$ cat src/rtl/fetch_pc_ctrl_pkg.sv
// Shared types and constants for the instruction-fetch front end.
package fetch_pkg;

    typedef enum logic [1:0] {
        IDLE = 2'd0,
        REQ  = 2'd1,
        WAIT = 2'd2,
        HOLD = 2'd3
    } fetch_state_t;

    localparam int unsigned PC_STEP        = 4;
    localparam logic [31:0] FETCH_RESET_PC = 32'h0000_0000;

endpackage

$ cat src/rtl/fetch_pc_ctrl_pc_next_sel.sv
// Redirect target selection (jump beats branch), word alignment and sequential pc+4.
module pc_next_sel
    import fetch_pkg::*;
#(
    parameter int unsigned WIDTH = 32
) (
    input  logic [WIDTH-1:0] pc,
    input  logic             branch_taken,
    input  logic [WIDTH-1:0] branch_target,
    input  logic             jump_valid,
    input  logic [WIDTH-1:0] jump_target,
    output logic             redirect,
    output logic [WIDTH-1:0] target,
    output logic [WIDTH-1:0] pc_inc
);

    logic [WIDTH-1:0] raw_target;

    assign redirect   = jump_valid | branch_taken;
    assign raw_target = jump_valid ? jump_target : branch_target;
    assign target     = {raw_target[WIDTH-1:2], 2'b00};
    // Wraps naturally modulo 2^WIDTH.
    assign pc_inc     = pc + WIDTH'(PC_STEP);

endmodule

$ cat src/rtl/fetch_pc_ctrl.sv
// PC register, single-outstanding fetch FSM and one-entry instruction buffer.
module fetch_pc_ctrl
    import fetch_pkg::*;
#(
    parameter int unsigned      WIDTH    = 32,
    parameter logic [WIDTH-1:0] RESET_PC = WIDTH'(FETCH_RESET_PC)
) (
    input  logic             clk,
    input  logic             rst_n,
    input  logic             branch_taken,
    input  logic [WIDTH-1:0] branch_target,
    input  logic             jump_valid,
    input  logic [WIDTH-1:0] jump_target,
    output logic             imem_req_valid,
    output logic [WIDTH-1:0] imem_req_addr,
    input  logic             imem_req_ready,
    input  logic             imem_rsp_valid,
    input  logic [WIDTH-1:0] imem_rsp_data,
    output logic             instr_valid,
    output logic [WIDTH-1:0] instr,
    output logic [WIDTH-1:0] instr_pc,
    input  logic             instr_ready
);

    fetch_state_t     state, state_next;
    logic [WIDTH-1:0] pc, pc_next;
    logic [WIDTH-1:0] req_pc, req_pc_next;
    logic [WIDTH-1:0] instr_next, instr_pc_next;
    logic             kill, kill_next;
    logic             redirect;
    logic [WIDTH-1:0] target;
    logic [WIDTH-1:0] pc_inc;

    pc_next_sel #(.WIDTH(WIDTH)) u_pc_next_sel (
        .pc            (pc),
        .branch_taken  (branch_taken),
        .branch_target (branch_target),
        .jump_valid    (jump_valid),
        .jump_target   (jump_target),
        .redirect      (redirect),
        .target        (target),
        .pc_inc        (pc_inc)
    );

    always_ff @(posedge clk or negedge rst_n) begin
        if (!rst_n) begin
            state    <= IDLE;
            pc       <= RESET_PC;
            req_pc   <= '0;
            kill     <= 1'b0;
            instr    <= '0;
            instr_pc <= '0;
        end else begin
            state    <= state_next;
            pc       <= pc_next;
            req_pc   <= req_pc_next;
            kill     <= kill_next;
            instr    <= instr_next;
            instr_pc <= instr_pc_next;
        end
    end

    // A kill marks the single in-flight request as stale so its response is dropped.
    always_comb begin
        state_next    = state;
        pc_next       = pc;
        req_pc_next   = req_pc;
        kill_next     = kill;
        instr_next    = instr;
        instr_pc_next = instr_pc;

        case (state)
            IDLE: begin
                if (redirect) pc_next = target;
                state_next = REQ;
            end
            REQ: begin
                if (imem_req_ready) begin
                    if (redirect) begin
                        kill_next = 1'b1;
                        pc_next   = target;
                    end else begin
                        req_pc_next = pc;
                        pc_next     = pc_inc;
                    end
                    state_next = WAIT;
                end else if (redirect) begin
                    pc_next = target;
                end
            end
            WAIT: begin
                if (imem_rsp_valid) begin
                    if (kill || redirect) begin
                        kill_next  = 1'b0;
                        if (redirect) pc_next = target;
                        state_next = REQ;
                    end else begin
                        instr_next    = imem_rsp_data;
                        instr_pc_next = req_pc;
                        state_next    = HOLD;
                    end
                end else if (redirect) begin
                    kill_next = 1'b1;
                    pc_next   = target;
                end
            end
            HOLD: begin
                if (redirect) begin
                    pc_next    = target;
                    state_next = REQ;
                end else if (instr_ready) begin
                    state_next = REQ;
                end
            end
            default: state_next = IDLE;
        endcase
    end

    assign imem_req_valid = (state == REQ);
    assign imem_req_addr  = pc;
    // Masked by redirect so decode never takes a squashed instruction.
    assign instr_valid    = (state == HOLD) && !redirect;

    rsp_only_in_wait: assert property (@(posedge clk) disable iff (!rst_n)
        imem_rsp_valid |-> (state == WAIT));

endmodule

$ cat config.mk
export PLATFORM = sky130hd
export DESIGN_NAME = fetch_pc_ctrl
export DESIGN_NICKNAME = d
export VERILOG_FILES = /design/src/rtl/fetch_pc_ctrl_pkg.sv /design/src/rtl/fetch_pc_ctrl_pc_next_sel.sv /design/src/rtl/fetch_pc_ctrl.sv
export SDC_FILE = /design/constraint.sdc
export NUM_CORES = 1
export LEC_CHECK = 0
export ABC_AREA = 1
export CAP_MARGIN = 10
export CORE_UTILIZATION = 47
export CTS_CLUSTER_SIZE = 40
export DETAILED_ROUTE_END_ITERATION = 12
export GPL_TIMING_DRIVEN = 0
export PLACE_DENSITY = 0.87
export RECOVER_POWER = 100
export REMOVE_ABC_BUFFERS = 1
export SYNTH_ARGS = -nofsm -noshare
export SYNTH_HDL_FRONTEND = slang
export SYNTH_SLANG_ARGS = --single-unit
$ cat constraint.sdc
create_clock -name clk -period 2.3 [get_ports clk]
set_clock_uncertainty 0.15 [all_clocks]
set_input_delay 0.46 -clock clk [delete_from_list [all_inputs] [get_ports clk]]
set_output_delay 0.46 -clock clk [all_outputs]
set_load 0.01 [all_outputs]
==> results of run 1 <==
-- worst register-to-register path, cell delays in order, from the launching register on --
cell and delay (ns):
dfrtp_1 0.41, inv_1 0.12, ha_1 0.20, nand2_2 0.18, inv_4 0.26, nand3_4 0.15, nor2_8 0.21, nand3_1 0.12
nand2_1 0.09, nand3_1 0.08, o21ai_0 0.08, inv_1 0.05
-- power groups by stage --
| stage | logic, mW | registers (mW) | clock network, mW |
|---|---|---|---|
| 3_5_place_dp | 2.39 | 3.39 | 0 |
| 6_report | 2.36 | 3.36 | 2.84 |
| 5_1_grt | 2.61 | 3.44 | 2.98 |
| 2_1_floorplan | 0.933 | 3.50 | 0 |
| 3_3_place_gp | 2.30 | 3.37 | 0 |
| 4_1_cts | 2.46 | 3.37 | 2.86 |
-- what timing repair did --
item,in CTS,in global routing
buffers inserted,5,1
hold buffers,1,0
endpoints found under the hold margin,46,0
cloned,4,3
setup endpoints to repair,133,90
pin swaps,3,1
gates resized for setup,24,8
-- cells in the mapped netlist (6+ instances only) --
| cell | number |
|---|---|
| nand2_2 | 8 |
| dfrtp_1 | 131 |
| inv_1 | 79 |
| buf_4 | 8 |
| nor2_1 | 73 |
| a22oi_1 | 6 |
| o21ai_0 | 81 |
| nand2_1 | 306 |
| nor2_4 | 8 |
| a21oi_1 | 36 |
| buf_2 | 18 |
| clkbuf_1 | 9 |
| nand3_1 | 34 |
| nand4_1 | 15 |
| o22ai_1 | 6 |
-- metrics by stage --
step           area (um^2)  power, mW  hold WS [ns]
6_report              9520       8.56         0.314
5_1_grt               9520       9.03         0.331
4_1_cts               9470       8.69         0.313
3_3_place_gp          8560       5.67         0.300
2_1_floorplan         6380       4.43        0.0144
3_5_place_dp          8680       5.78         0.273
-- per-layer routing --
layer	global-route usage	routed length, um	up-vias
met2	0.496	10400	319
met3	0.0811	1820	34
met1	0.369	8810	3130
met4	0.125	491	0
met5	0	0	-
li1	-	-	3146
-- area by class of cell --
| class | count | share of cell area |
|---|---|---|
| inverter | 82 | 0.0359 |
| sequential | 131 | 0.345 |
| clock buffer | 22 | 0.0498 |
| multi-input combinational | 612 | 0.299 |
| timing repair buffer | 210 | 0.231 |
| clock inverter | 10 | 0.0155 |
| tap | 176 | 0.0231 |
| timing repair inverter | 1 | 0.000789 |
-- cells by family (layout without fill, tap and decap cells) --
| logic type | count (synthesis) | in the layout | share of synthesized area |
|---|---|---|---|
| buffers and inverters | 122 | 325 | 0.0802 |
| multiplexers | 1 | 1 | 0.00152 |
| AO/OA/AOI/OAI | 141 | 141 | 0.113 |
| flip-flops | 131 | 131 | 0.496 |
| AND/OR/NAND/NOR | 462 | 465 | 0.300 |
| adder cells (fa/ha/maj) | 5 | 5 | 0.00948 |
-- flip-flops by register name, indices dropped and copies added (netlist names) --
signal         count
state              2
kill               1
instr_pc          32
instr             32
req_pc            32
imem_req_addr     32
-- final timing paths --
check,from,endpoint,slack (ns),cells after the start
worst max-delay path,jump_valid,instr_valid,0.05,6
worst min-delay path,req_pc[11],instr_pc[11],0.31,2
worst max register to register,state[1],imem_req_addr[22],0.10,11
worst min register to register,req_pc[11],instr_pc[11],0.31,2
max in group asynchronous,rst_n,imem_req_addr[29],0.27,3
min in group asynchronous,rst_n,instr[0],0.68,2
==> impl_metrics.tcl, run 1 <==
set metrics [dict create \
    outcome "finished clean" \
    syn_to_final_growth_pct 44.1 \
    start_util 0.491 \
    ys_types 37 \
    vias_per_cell 5.33 \
    clk_latency_ns 0.42 \
    vias 6629 \
    netlist_area_um2 6600 \
    crit_buf_inv 4 \
    fin_ws_ns 0.0535 \
    cp_top_family "buffers and inverters" \
    fin_setup_tns_ns 0 \
    period_minus_slack_ns 2.25 \
    seqCellArea_um2 3280 \
    num_io_pins 201 \
    timing_worst_setup_path_type "input pin to output pin" \
    path_max_fanout 27 \
    drv_slew 0 \
    final_nets 1163 \
    pwr-share-seq 0.393 \
    final_cell_mix "nand2_1 (306), dfrtp_1 (130), dlygate4sd3_1 (97)" \
    synth_area_leaders "dfrtp_1 (50%), nand2_1 (17%), o21ai_0 (6.1%)" \
    cp_slowest_cell "buf_2" \
    avgSynthCellArea_um2 7.66 \
    pwr-share-clk 0.331 \
    place_inst 1198 \
    ir_drop_mv 0.596 \
    fp.dieH_um 121 \
    grt_max_degree 86 \
    dp_hpwl_um 12700 \
    routedWlPerCell_um 17.3 \
    worst_slew_pin_slew_ns 1.19 \
    pwr-share-comb 0.276 \
    p_leak_nw 4.83 \
    drtAntennaViolNets 0 \
    drive_above_1_share 0.0777 \
    route.detailed.drc 0 \
    gp_congestion 0.842 \
    hold_class "register to register" \
    design.core.area_um2 13500 \
    synth_top_area_cell "dfrtp_1" \
    grt_pass1_wl_um 33100 \
    synth-main-ff-cell "dfrtp_1" \
    crit_arrival_ns 1.64 \
    final_common_cell "nand2_1" \
    multiInputGateArea_um2 2850 \
    hold_violations 0 \
    synth_async_sr_flop_share 1.00 \
    final_core_util 0.707 \
    grt_overflow 0 \
    cts_buffer_depth 2 \
    antenna_found_initial 0 \
    cap_violations 0 \
    rsz0062_at_grt "no" \
    cts_tree "built" \
    p_sw_mw 2.71 \
    clk_pin_slew_worst_paths_ns 0.06 \
    p_sw_frac 0.317 \
    final_cells 1244 \
    finalCritPeriodShare 0.977 \
    syn_inst 862 \
    cts_sinks 131 \
    synth_seq_cells 131 \
    cp-end-kind "output pin" \
    crit_chain "buf_2 -> buf_16 -> nor2_4 -> inv_8 -> nor2_1 -> dlygate4sd2_1" \
    cts-root-buf "clkbuf_16" \
    cpPeakStageDelay_ns 0.29 \
    die_area_um2 14500 \
    intPower_mw 5.84 \
    synth_edf_count 0 \
    fmax_mhz 445 \
    fp.dieW_um 121 \
    grtUsageTotal 0.300 \
    dr.pass1.iters 6 \
    cp-start-kind "input pin" \
    powerDensity_nw_per_um2 899 \
    synth_seq_area_share 0.496 \
    grt_pass1_vias 6583 \
    ys_warn_count 0 \
    synth_top_area_share 0.496 \
    portBuffers 196 \
    post-place-ws_ns -2.79 \
    slew_headroom 0.205 \
    finalSetupViolCount 0 \
    cp.required_ns 1.69 \
    n_antenna_cell 0 \
    fillers 1077 \
    wirelength_um 21500 \
    drt_iter0_markers 457 \
    cts_made_buffers 17 \
    rows 42 \
    h-tree-depth 4 \
]
(Power assumes the default switching activity.)
==> run 2, diff against run 1 <==
- CAP_MARGIN: 10 -> 20
==> run 2 against run 1 <==
Final area increased by 0.16%. Maximum frequency decreased by 1.7%. Routed wire length decreased by 3.8%. Sequential power about the same. First-iteration DRC count increased by 5.5%. Final cell count decreased by 0.16%. Core utilization increased by 0.11 points. Count of clock-buffer cells in the layout unchanged. Sequential share of layout area decreased by 0.054 points. Sequential cell count unchanged. Critical endpoint unchanged. Largest cell class unchanged.
==> impl_metrics.tcl, run 2 (synthesized netlist as in run 1, its figures left out) <==
set metrics [dict create \
    vias_per_cell 5.30 \
    hold_path_end "instr_pc[13]" \
    dp_hpwl_um 12900 \
    power_mw 8.83 \
    cp.required_ns 1.69 \
    outcome "finished clean" \
    cts_tree "built" \
    place_inst 1199 \
    p_leak_nw 4.63 \
    num_io_pins 201 \
    slew_headroom 0.212 \
    final_cell_mix "nand2_1 (306), clkdlybuf4s50_1 (191), dfrtp_1 (130)" \
    cts_made_buffers 17 \
    fin_ws_ns 0.0147 \
    min_path_cells 2 \
    cts_buffer_depth 2 \
    drive_above_1_share 0.0760 \
    cts_sinks 131 \
    drv_slew 0 \
    startpoint "jump_valid" \
    routedWlPerCell_um 16.6 \
    post-place-ws_ns -2.80 \
    gp_congestion 0.842 \
    worst_slew_pin_slew_ns 1.18 \
    grt_overflow 0 \
    powerDensity_nw_per_um2 926 \
    crit_arrival_ns 1.68 \
    timing.rr.start "state[1]" \
    fp.dieH_um 121 \
    wirelength_um 20700 \
    cp-end-kind "output pin" \
    finalCritPeriodShare 0.994 \
    multiInputGateArea_um2 2840 \
    final_nets 1161 \
    route.detailed.drc 0 \
    n_antenna_cell 0 \
    rr_endpoint "imem_req_addr[22]" \
    seqCellArea_um2 3280 \
    grtUsageTotal 0.297 \
    clk_pin_slew_worst_paths_ns 0.06 \
    period_minus_slack_ns 2.29 \
    clk_latency_ns 0.42 \
    final_cells 1242 \
    hold_class "register to register" \
    design.core.area_um2 13500 \
    path_max_fanout 27 \
    hold_violations 0 \
    vias 6582 \
    fp.dieW_um 121 \
    crit_buf_inv 4 \
    fin_setup_tns_ns 0 \
    cp_slowest_cell "dlygate4sd2_1" \
    ir_drop_mv 0.549 \
    grt_max_degree 86 \
    fmax_mhz 438 \
    cp-start-kind "input pin" \
    dr.pass1.iters 5 \
    antenna_found_initial 0 \
    cap_violations 0 \
    drtAntennaViolNets 0 \
    finalSetupViolCount 0 \
    final_common_cell "nand2_1" \
    h-tree-depth 4 \
    cp_top_family "buffers and inverters" \
    fillers 1092 \
    crit_chain "buf_2 -> buf_16 -> nor2_4 -> inv_8 -> nor2_1 -> dlygate4sd2_1" \
    grt_pass1_vias 6593 \
    portBuffers 196 \
    worstHoldStart "req_pc[13]" \
    cpPeakStageDelay_ns 0.29 \
    reg2reg_depth 11 \
    holdWs_ns 0.315 \
    cts-root-buf "clkbuf_16" \
    die_area_um2 14500 \
    drt_iter0_markers 482 \
    syn_to_final_growth_pct 44.3 \
    start_util 0.491 \
    rows 42 \
    grt_pass1_wl_um 33000 \
    timing_worst_setup_path_type "input pin to output pin" \
    reg2reg_setup_slack_ns 0.03 \
]
## run 2: final cells by class
type,count,area share
clock buffer,22,0.0508
clock inverter,10,0.0179
inverter,82,0.0357
multi-input combinational,611,0.298
sequential,131,0.344
tap,176,0.0231
timing repair buffer,210,0.230
## run 2: per-layer routing
layer  track usage  up-vias  wire (um)
met1         0.370     3119       8580
met4         0.117        0        447
met3        0.0807       34       1680
met5             0        -          0
li1              -     3132          -
met2         0.490      297       9960
## run 2: what timing repair did
action / CTS / global route
resized for setup: 24 / 4
buffers inserted: 2 / 3
endpoints found under the setup margin: 133 / 66
pin swaps: 2 / 1
gates cloned: 4 / 0
hold buffers: 1 / 0
hold endpoints to repair: 46 / 0
## run 2: where the power goes
part	switching, mW	internal [mW]
Combinational	1.24	1.24
Clock	1.03	1.94
Sequential	0.440	2.94
Total	2.71	6.12
## run 2: worst max path at each step
stage                     depth (start not counted)  slack (ns)           endpoint
final                                             6        0.01        instr_valid
after global routing                             11       -0.04  imem_req_addr[22]
after CTS                                        12       -0.02  imem_req_addr[22]
after detailed placement                         12       -2.80  imem_req_addr[22]
after global placement                            9       -5.44  imem_req_addr[25]
after floorplan                                   8       -1.69  imem_req_addr[11]
## run 2: tightest hold or removal path: stages, from the launching register on
cell and delay (ns):
dfrtp_1 0.34, nand2_1 0.05, nand2_1 0.05
## run 2: stage by stage
stage	utilization	area, um^2
2_1_floorplan	-	6380
3_3_place_gp	0.637	8560
3_5_place_dp	0.647	8700
4_1_cts	0.706	9500
5_1_grt	0.708	9530
6_report	0.708	9530
==> run 3, diff against run 2 <==
- TNS_END_PERCENT: default -> 20
==> results of run 3 <==
Final layout, timing and power as in run 2 (identical DEF).
